## src/rtl/win_screen_addr_gen.sv

```systemverilog
// Win-screen pixel address generator: maps VGA counters onto one of N_PLAYERS stacked,
// upscaled win images in ROM, with a frame-synchronous flash/hold sequence and blanking.
module win_screen_addr_gen #(
    parameter int unsigned IMG_W         = 160,
    parameter int unsigned IMG_H         = 120,
    parameter int unsigned SCALE_SHIFT   = 2,
    parameter int unsigned N_PLAYERS     = 3,
    parameter int unsigned ADDR_W        = 17,
    parameter int unsigned FLASH_FRAMES  = 30,
    parameter int unsigned FLASH_TOGGLES = 6
) (
    input  logic                 clk,
    input  logic                 rst,
    input  logic [9:0]           h_cnt,
    input  logic [9:0]           v_cnt,
    input  logic                 valid,
    input  logic                 frame_tick,
    input  logic [N_PLAYERS-1:0] player,
    output logic [ADDR_W-1:0]    pixel_addr,
    output logic                 pix_en,
    output logic [1:0]           state_dbg
);
    localparam int unsigned FCNT_W = (FLASH_FRAMES > 1) ? $clog2(FLASH_FRAMES) : 1;
    localparam int unsigned TOG_W  = $clog2(FLASH_TOGGLES + 1);

    typedef enum logic [1:0] {
        StIdle  = 2'd0,
        StFlash = 2'd1,
        StHold  = 2'd2
    } state_e;

    state_e                 state_q, state_d;
    logic [FCNT_W-1:0]      fcnt_q, fcnt_d;
    logic [TOG_W-1:0]       tog_q, tog_d;
    logic                   vis_q, vis_d;
    logic [N_PLAYERS-1:0]   player_q;
    logic [N_PLAYERS-1:0]   cur_q, cur_d;
    logic                   p_valid;
    logic [ADDR_W-1:0]      base;

    logic [9:0]             x_q, y_q;
    logic                   in_win_q;
    logic [ADDR_W-1:0]      row_q;
    logic [ADDR_W-1:0]      pixel_addr_q, pixel_addr_d;
    logic                   pix_en_q, pix_en_d;

    // Each image base is a per-bit constant, so the decode is a mux rather than a multiply.
    always_comb begin
        p_valid = $onehot(player_q);
        base    = '0;
        for (int i = 0; i < int'(N_PLAYERS); i++) begin
            if (player_q[i]) begin
                base = ADDR_W'(i * IMG_W * IMG_H);
            end
        end
        if (!p_valid) begin
            base = '0;
        end
    end

    always_comb begin
        state_d = state_q;
        fcnt_d  = fcnt_q;
        tog_d   = tog_q;
        vis_d   = vis_q;
        cur_d   = cur_q;
        if (!p_valid) begin
            state_d = StIdle;
        end else if (state_q == StIdle || player_q != cur_q) begin
            // Entry or winner change: restart flashing; a coincident frame_tick is dropped.
            state_d = StFlash;
            fcnt_d  = '0;
            tog_d   = '0;
            vis_d   = 1'b1;
            cur_d   = player_q;
        end else if (state_q == StHold) begin
            vis_d = 1'b1;
        end else if (frame_tick) begin
            if (fcnt_q == FCNT_W'(FLASH_FRAMES - 1)) begin
                fcnt_d = '0;
                vis_d  = ~vis_q;
                tog_d  = tog_q + TOG_W'(1);
                if (tog_q + TOG_W'(1) == TOG_W'(FLASH_TOGGLES)) begin
                    state_d = StHold;
                    vis_d   = 1'b1;
                end
            end else begin
                fcnt_d = fcnt_q + FCNT_W'(1);
            end
        end
    end

    always_ff @(posedge clk) begin
        if (rst) begin
            state_q  <= StIdle;
            fcnt_q   <= '0;
            tog_q    <= '0;
            vis_q    <= 1'b1;
            player_q <= '0;
            cur_q    <= '0;
        end else begin
            state_q  <= state_d;
            fcnt_q   <= fcnt_d;
            tog_q    <= tog_d;
            vis_q    <= vis_d;
            player_q <= player;
            cur_q    <= cur_d;
        end
    end

    always_comb begin
        pixel_addr_d = in_win_q ? (base + row_q + ADDR_W'(x_q)) : '0;
        pix_en_d     = in_win_q && vis_q && (state_q != StIdle);
    end

    always_ff @(posedge clk) begin
        if (rst) begin
            x_q          <= '0;
            y_q          <= '0;
            in_win_q     <= 1'b0;
            row_q        <= '0;
            pixel_addr_q <= '0;
            pix_en_q     <= 1'b0;
        end else begin
            x_q          <= h_cnt >> SCALE_SHIFT;
            y_q          <= v_cnt >> SCALE_SHIFT;
            in_win_q     <= valid && (32'(h_cnt >> SCALE_SHIFT) < IMG_W)
                                  && (32'(v_cnt >> SCALE_SHIFT) < IMG_H);
            row_q        <= ADDR_W'(v_cnt >> SCALE_SHIFT) * ADDR_W'(IMG_W);
            pixel_addr_q <= pixel_addr_d;
            pix_en_q     <= pix_en_d;
        end
    end

    assign pixel_addr = pixel_addr_q;
    assign pix_en     = pix_en_q;
    assign state_dbg  = state_q;

endmodule

```

## config.mk

```make
export PLATFORM = sky130hd
export DESIGN_NAME = win_screen_addr_gen
export DESIGN_NICKNAME = d
export VERILOG_FILES = /design/src/rtl/win_screen_addr_gen.sv
export SDC_FILE = /design/constraint.sdc
export NUM_CORES = 1
export LEC_CHECK = 0
export ABC_AREA = 1
export BUFFER_PORTS_ARGS = -buffer_cell sky130_fd_sc_hd__buf_2
export CORE_MARGIN = 2
export CORE_UTILIZATION = 56
export DETAILED_ROUTE_END_ITERATION = 12
export HOLD_SLACK_MARGIN = 0.1
export PLACE_DENSITY = 0.79
export SYNTH_ARGS = -nofsm -noshare
export SYNTH_HDL_FRONTEND = slang
export SYNTH_SLANG_ARGS = --single-unit
```

## constraint.sdc

```tcl
create_clock -name clk -period 3.4 [get_ports clk]
set_clock_uncertainty 0.05 [all_clocks]
set_input_delay 0.17 -clock clk [delete_from_list [all_inputs] [get_ports clk]]
set_output_delay 0.17 -clock clk [all_outputs]
set_load 0.02 [all_outputs]
```

==> results_dict.tcl, run 1 <==
set metrics [dict create \
    synth.area.mux_share 0 \
    final_cell_area_sq_mm 0.003337 \
    start_util 0.5867 \
    min_period_ps 2817 \
    antenna_left 0 \
    pin_count 47 \
    tns_ps 0 \
    powerDensity_mw_per_mm2 405.0 \
    drt-vias-per-instance 4.786 \
    post_cts_buffers 0 \
    yosysWarnings 0 \
    synth_top_family_by_area "simple AND/OR/NAND/NOR gates" \
    async_flop_share 0 \
    grt_pass1_vias 2180 \
    die_area_sq_mm 0.005596 \
    cts_tree "done" \
    antenna_cells 0 \
    dpl_cell_area_sq_mm 0.003090 \
    vias 2398 \
    syn_inst 372 \
    fp.dieW_um 74.81 \
    maxCapViolations 0 \
    first_pass_iters 4 \
    outcome "complete, no violations" \
    endpoint_kind "flip-flop" \
    yosysTopAreaCellShare 0.3922 \
    areaGrowthSynthToFinish_pct 18.85 \
    first_iter_violations 73 \
    ctsHtreeMaxLevel 2 \
    hold_class "in2reg" \
    fp.coreArea_sq_mm 0.004786 \
    synth.area.top_cells "dfxtp_1, ha_1, inv_1" \
    synth.distinct_cells 32 \
    slew_headroom 0.6792 \
    grt_max_degree 21 \
    synth_seq_cells 55 \
    min_period_over_period 0.8284 \
    synthAdderAreaFrac 0.1150 \
    avgSynthCellArea_sq_um 7.548 \
    p_leak_nw 1.701 \
    yosysSeqAreaShare 0.3922 \
    yosys.area.top_type "dfxtp_1" \
    drcViolationCount 0 \
    post-route-util 0.6973 \
    nNetsFinal 484 \
    synth_xor_area_frac 0.009358 \
    routed_wl_mm 5.324 \
    finalWorstSetupSlack_ps 583.5 \
    synth_edf_count 0 \
    routedWlPerCell_um 10.63 \
    cts_resized 0 \
    rsz0062_at_grt "no" \
    dp_slack_ps 656.1 \
    chipHeight_um 74.81 \
    stdcell_count 501 \
    hold_viol_final 0 \
    startpoint_type "flip-flop" \
    synth_common_cells "inv_1, nand2_1, dfxtp_1, nor2_1, a21oi_1" \
    track_usage 0.2053 \
    grt_pass1_wl_mm 8.845 \
    root_buffer "clkbuf_8" \
    setup_viol 0 \
    seqCellArea_sq_mm 0.001101 \
    yosys.area_share.simple 0.2883 \
    dp.final_hpwl_mm 3.961 \
    synth_ff_type "dfxtp_1" \
    cts_num_sinks 55 \
    core.rowCount 25 \
    synthesis.area_sq_mm 0.002808 \
    drive_above_1_share 0.1843 \
    gp_congestion 0.8528 \
    antenna_found_initial 0 \
    cp.required_ps 3600 \
    clk_pin_slew_ps 110 \
    syn_nets 423 \
    hold_buffers 15 \
    gr-total-overflow 0 \
    yosysMostFrequentCell "inv_1" \
    maxSlewViolCount 0 \
    ir_drop_mv 0.2415 \
    worst-setup-path-type "reg2reg" \
    cts_made_buffers 5 \
    port_buffers 42 \
    dp.cells 478 \
    synth_compound_area_frac 0.1003 \
    max_freq_mhz 355.1 \
    fillers 387 \
    multi_input_area_sq_mm 0.001440 \
    crit_arrival_ps 3010 \
    max-clock-path-buffers 2 \
    insertion_delay_ps 310 \
    worst_slew_pin_slew_ps 480.6 \
    crit_fanout 7 \
]
stage by stage:
stage	total power, mW	hold WS, ps
after global routing	1.425	150.2
after CTS	1.357	137.1
after floorplan	0.9044	227.0
final	1.351	143.0
after detailed placement	0.9660	330.1
after global placement	0.9570	317.4
worst max-delay path: stages, from the launching register on:
cell and delay [ps]:
dfxtp_1 450, inv_2 120, fa_1 580, inv_1 80, nand2_1 210, a21oi_1 90
ha_1 380, inv_1 120, nor2_1 50, nor2_1 150, nand2_1 100, a21oi_1 170
o21ai_0 90, a21oi_1 110
power by group:
group | leakage [nW] | switching (mW) | internal (mW)
logic | 1.20 | 0.175 | 0.0995
clock network | 0.0467 | 0.230 | 0.153
registers | 0.450 | 0.0188 | 0.675
state kept, by name (all words and copies together), names as in the netlist:
name and count:
tog_q 3, pixel_addr 17, player_q 3, vis_q 1, fcnt_q 5, row_q 11, pix_en 1, in_win_q 1
state_dbg 2, x_q 8, cur_q 3
routing by layer:
layer	wire length, um	GRT usage	part of all wire
met5	0	0	0
met3	153	0.04150	0.029
met2	2543	0.3618	0.48
met4	96	0.07738	0.018
met1	2530	0.2469	0.48
final timing paths:
path         slack, ps                   endpoint                    from  depth (start not counted)
max reg2reg        580  pixel_addr[10]$_SDFF_PP0_  player_q[2]$_SDFF_PP0_                         13
min reg2reg        370   pixel_addr[0]$_SDFF_PP0_       x_q[0]$_SDFF_PP0_                          2
min                140  state_dbg[1]$_SDFFE_PP0P_              frame_tick                          3
max                580  pixel_addr[10]$_SDFF_PP0_  player_q[2]$_SDFF_PP0_                         13
cells in the final DEF, fill, tap and decap left out, types with 6 or more instances in the layout:
master and count:
nand3_1 21, o21ai_0 13, nand2_2 8, nand2_4 6, buf_2 42, nand4_1 8, inv_1 63, dlygate4sd3_1 15
nor2_1 51, a21oi_1 26, nand2_1 62, ha_1 21, dfxtp_1 55
kinds of logic (layout without fill, tap and decap cells):
| kind of cell | count (synthesis) | in the layout |
|---|---|---|
| compound gates | 50 | 50 |
| xor+xnor | 3 | 3 |
| fa+ha+maj | 24 | 24 |
| buf+inv | 71 | 133 |
| flops | 55 | 55 |
| simple gates | 169 | 169 |
layout make-up:
| type | instances | share of cell area |
|---|---|---|
| Clock buffer | 5 | 0.02062 |
| Clock inverter | 3 | 0.008249 |
| Inverter | 68 | 0.07649 |
| Multi-Input combinational cell | 246 | 0.4316 |
| Sequential cell | 55 | 0.3300 |
| Tap cell | 67 | 0.02512 |
| Timing Repair Buffer | 57 | 0.1080 |
(Power assumes the default switching activity.)
==> run 2: changes to the inputs <==
--- a/config.mk
+++ b/config.mk
@@ -8,10 +8,10 @@
 export ABC_AREA = 1
 export BUFFER_PORTS_ARGS = -buffer_cell sky130_fd_sc_hd__buf_2
 export CORE_MARGIN = 2
-export CORE_UTILIZATION = 56
+export CORE_UTILIZATION = 50
 export DETAILED_ROUTE_END_ITERATION = 12
 export HOLD_SLACK_MARGIN = 0.1
-export PLACE_DENSITY = 0.79
+export PLACE_DENSITY = 0.75
 export SYNTH_ARGS = -nofsm -noshare
 export SYNTH_HDL_FRONTEND = slang
 export SYNTH_SLANG_ARGS = --single-unit
==> constraint.sdc (replaced) <==
create_clock -name clk -period 2.55 [get_ports clk]
set_clock_uncertainty 0.05 [all_clocks]
set_input_delay 0.1275 -clock clk [delete_from_list [all_inputs] [get_ports clk]]
set_output_delay 0.1275 -clock clk [all_outputs]
set_load 0.02 [all_outputs]
==> run 2 against run 1 <==
Effect of this change: via count grew 1.2%; final cell count grew 2.2%; flip-flop and latch count is the same; sequential share of layout area down 0.53 points; global-route usage decreased by 1.6 points; largest power group unchanged; highest routed layer unchanged.
==> results_dict.tcl, run 2 (synthesis gave the netlist of run 1 again) <==
set metrics [dict create \
    pin_count 47 \
    antenna_cells 0 \
    grt_pass1_vias 2262 \
    slowest_delay_ps 580 \
    routed_wl_mm 5.441 \
    startpoint_type "flip-flop" \
    gr-total-overflow 0 \
    chipHeight_um 78.94 \
    grt_max_degree 21 \
    areaGrowthSynthToFinish_pct 21.08 \
    mostFrequentLayoutCells "inv_1, nand2_1, dfxtp_1" \
    maxSlewViolCount 0 \
    p_leak_nw 1.731 \
    worstPathCellList "inv_4 -> fa_2 -> inv_1 -> nand2_1 -> a21oi_1 -> ha_1 -> inv_1 -> nor2_1 -> nor2_2 -> nand2_1 -> a21oi_1 -> o21ai_0 -> a21oi_1" \
    cts_made_buffers 5 \
    drt-vias-per-instance 4.740 \
    hold_class "in2reg" \
    max_freq_mhz 430.0 \
    track_usage 0.1890 \
    start_util 0.5130 \
    cts_tree "done" \
    crit_fanout 4 \
    grt_pass1_wl_mm 9.425 \
    fp.coreArea_sq_mm 0.005473 \
    drive_above_1_share 0.2045 \
    setup_viol 0 \
    root_buffer "clkbuf_8" \
    ir_drop_mv 0.2920 \
    layout_commonest_cell "inv_1" \
    dp.final_hpwl_mm 4.136 \
    routedWlPerCell_um 10.63 \
    nNetsFinal 490 \
    clk_pin_slew_ps 100 \
    hold_viol_final 0 \
    largest_reg_flops 17 \
    port_buffers 42 \
    worst-setup-path-type "reg2reg" \
    max-clock-path-buffers 2 \
    post-route-util 0.6212 \
    crit_top_cell "a21oi_1" \
    antenna_found_initial 0 \
    fin_hold_ws_ps 142.5 \
    min_period_ps 2326 \
    first_pass_iters 4 \
    ctsHtreeMaxLevel 2 \
    powerDensity_mw_per_mm2 527.3 \
    vias 2427 \
    drcViolationCount 0 \
    fp.dieW_um 78.94 \
    insertion_delay_ps 310 \
    rsz0062_at_grt "no" \
    crit_slowest_cell "fa_2" \
    outcome "complete, no violations" \
    gp_congestion 0.8924 \
    cp.required_ps 2740 \
    final_cell_area_sq_mm 0.003400 \
    antenna_left 0 \
    dpl_cell_area_sq_mm 0.003127 \
    endpoint_kind "flip-flop" \
    crit_arrival_ps 2520 \
    first_iter_violations 95 \
    maxCapViolations 0 \
    slew_headroom 0.6732 \
    min_period_over_period 0.9120 \
    die_area_sq_mm 0.006231 \
    core.rowCount 27 \
    tns_ps 0 \
    cts_num_sinks 55 \
    worst_slew_pin_slew_ps 489.7 \
]
## run 2: cell count changes in the layout (fill, tap and decap cells not counted), moves of 2 or more
cell / delta
nor2_1: -2
dfxtp_2: +2
nor2_2: +2
buf_4: +5
dfxtp_1: -2
## run 2: final timing paths
check	from	end	slack (ps)	cells after the start
max	player_q[1]$_SDFF_PP0_	pixel_addr[10]$_SDFF_PP0_	220	13
min	v_cnt[7]	in_win_q$_SDFF_PP0_	140	4
max reg2reg	player_q[1]$_SDFF_PP0_	pixel_addr[10]$_SDFF_PP0_	220	13
min reg2reg	x_q[1]$_SDFF_PP0_	pixel_addr[1]$_SDFF_PP0_	360	2
## run 2: through the flow
step                cells  setup WS (ps)  total power, mW
floorplan             372          34.54            1.206
global placement      487          219.7            1.290
detailed placement    487          180.4            1.302
CTS                   511          140.5            1.803
global route          512          6.028            1.893
finish                512          224.4            1.793
## run 2: per-layer routing
| layer | track usage | up-vias | wire length, um |
|---|---|---|---|
| met5 | 0 | - | 0 |
| met4 | 0.07241 | 0 | 91 |
| met3 | 0.03523 | 12 | 247 |
| met2 | 0.3214 | 46 | 2527 |
| met1 | 0.2384 | 1063 | 2574 |
| li1 | - | 1306 | - |
## run 2: layout make-up
| cell class | count | area (sq um) |
|---|---|---|
| clock buffer | 5 | 68.82 |
| clock inverter | 3 | 23.77 |
| fill | 515 | 2073 |
| inverter | 68 | 257.7 |
| multi-input combinational | 246 | 1448 |
| sequential | 55 | 1104 |
| tap | 72 | 90.09 |
| timing repair buffer | 63 | 407.9 |
## run 2: where the power goes
part	switching [mW]	internal (mW)
Combinational	0.240	0.145
Clock	0.286	0.199
Sequential	0.0234	0.900
## run 2: timing repair
action | in CTS | in global routing
gates resized for setup | 0 | 6
setup buffers | 0 | 1
hold buffers | 16 | 0
endpoints found under the setup margin | 0 | 4
endpoints found under the hold margin | 17 | 0
## run 2: worst max-delay path, delay by kind of cell (launching register included)
family          cells  cell delay [ps]
fa+ha+maj           2              880
compound gates      4              410
flops               1              380
simple gates        4              340
buf+inv             3              200
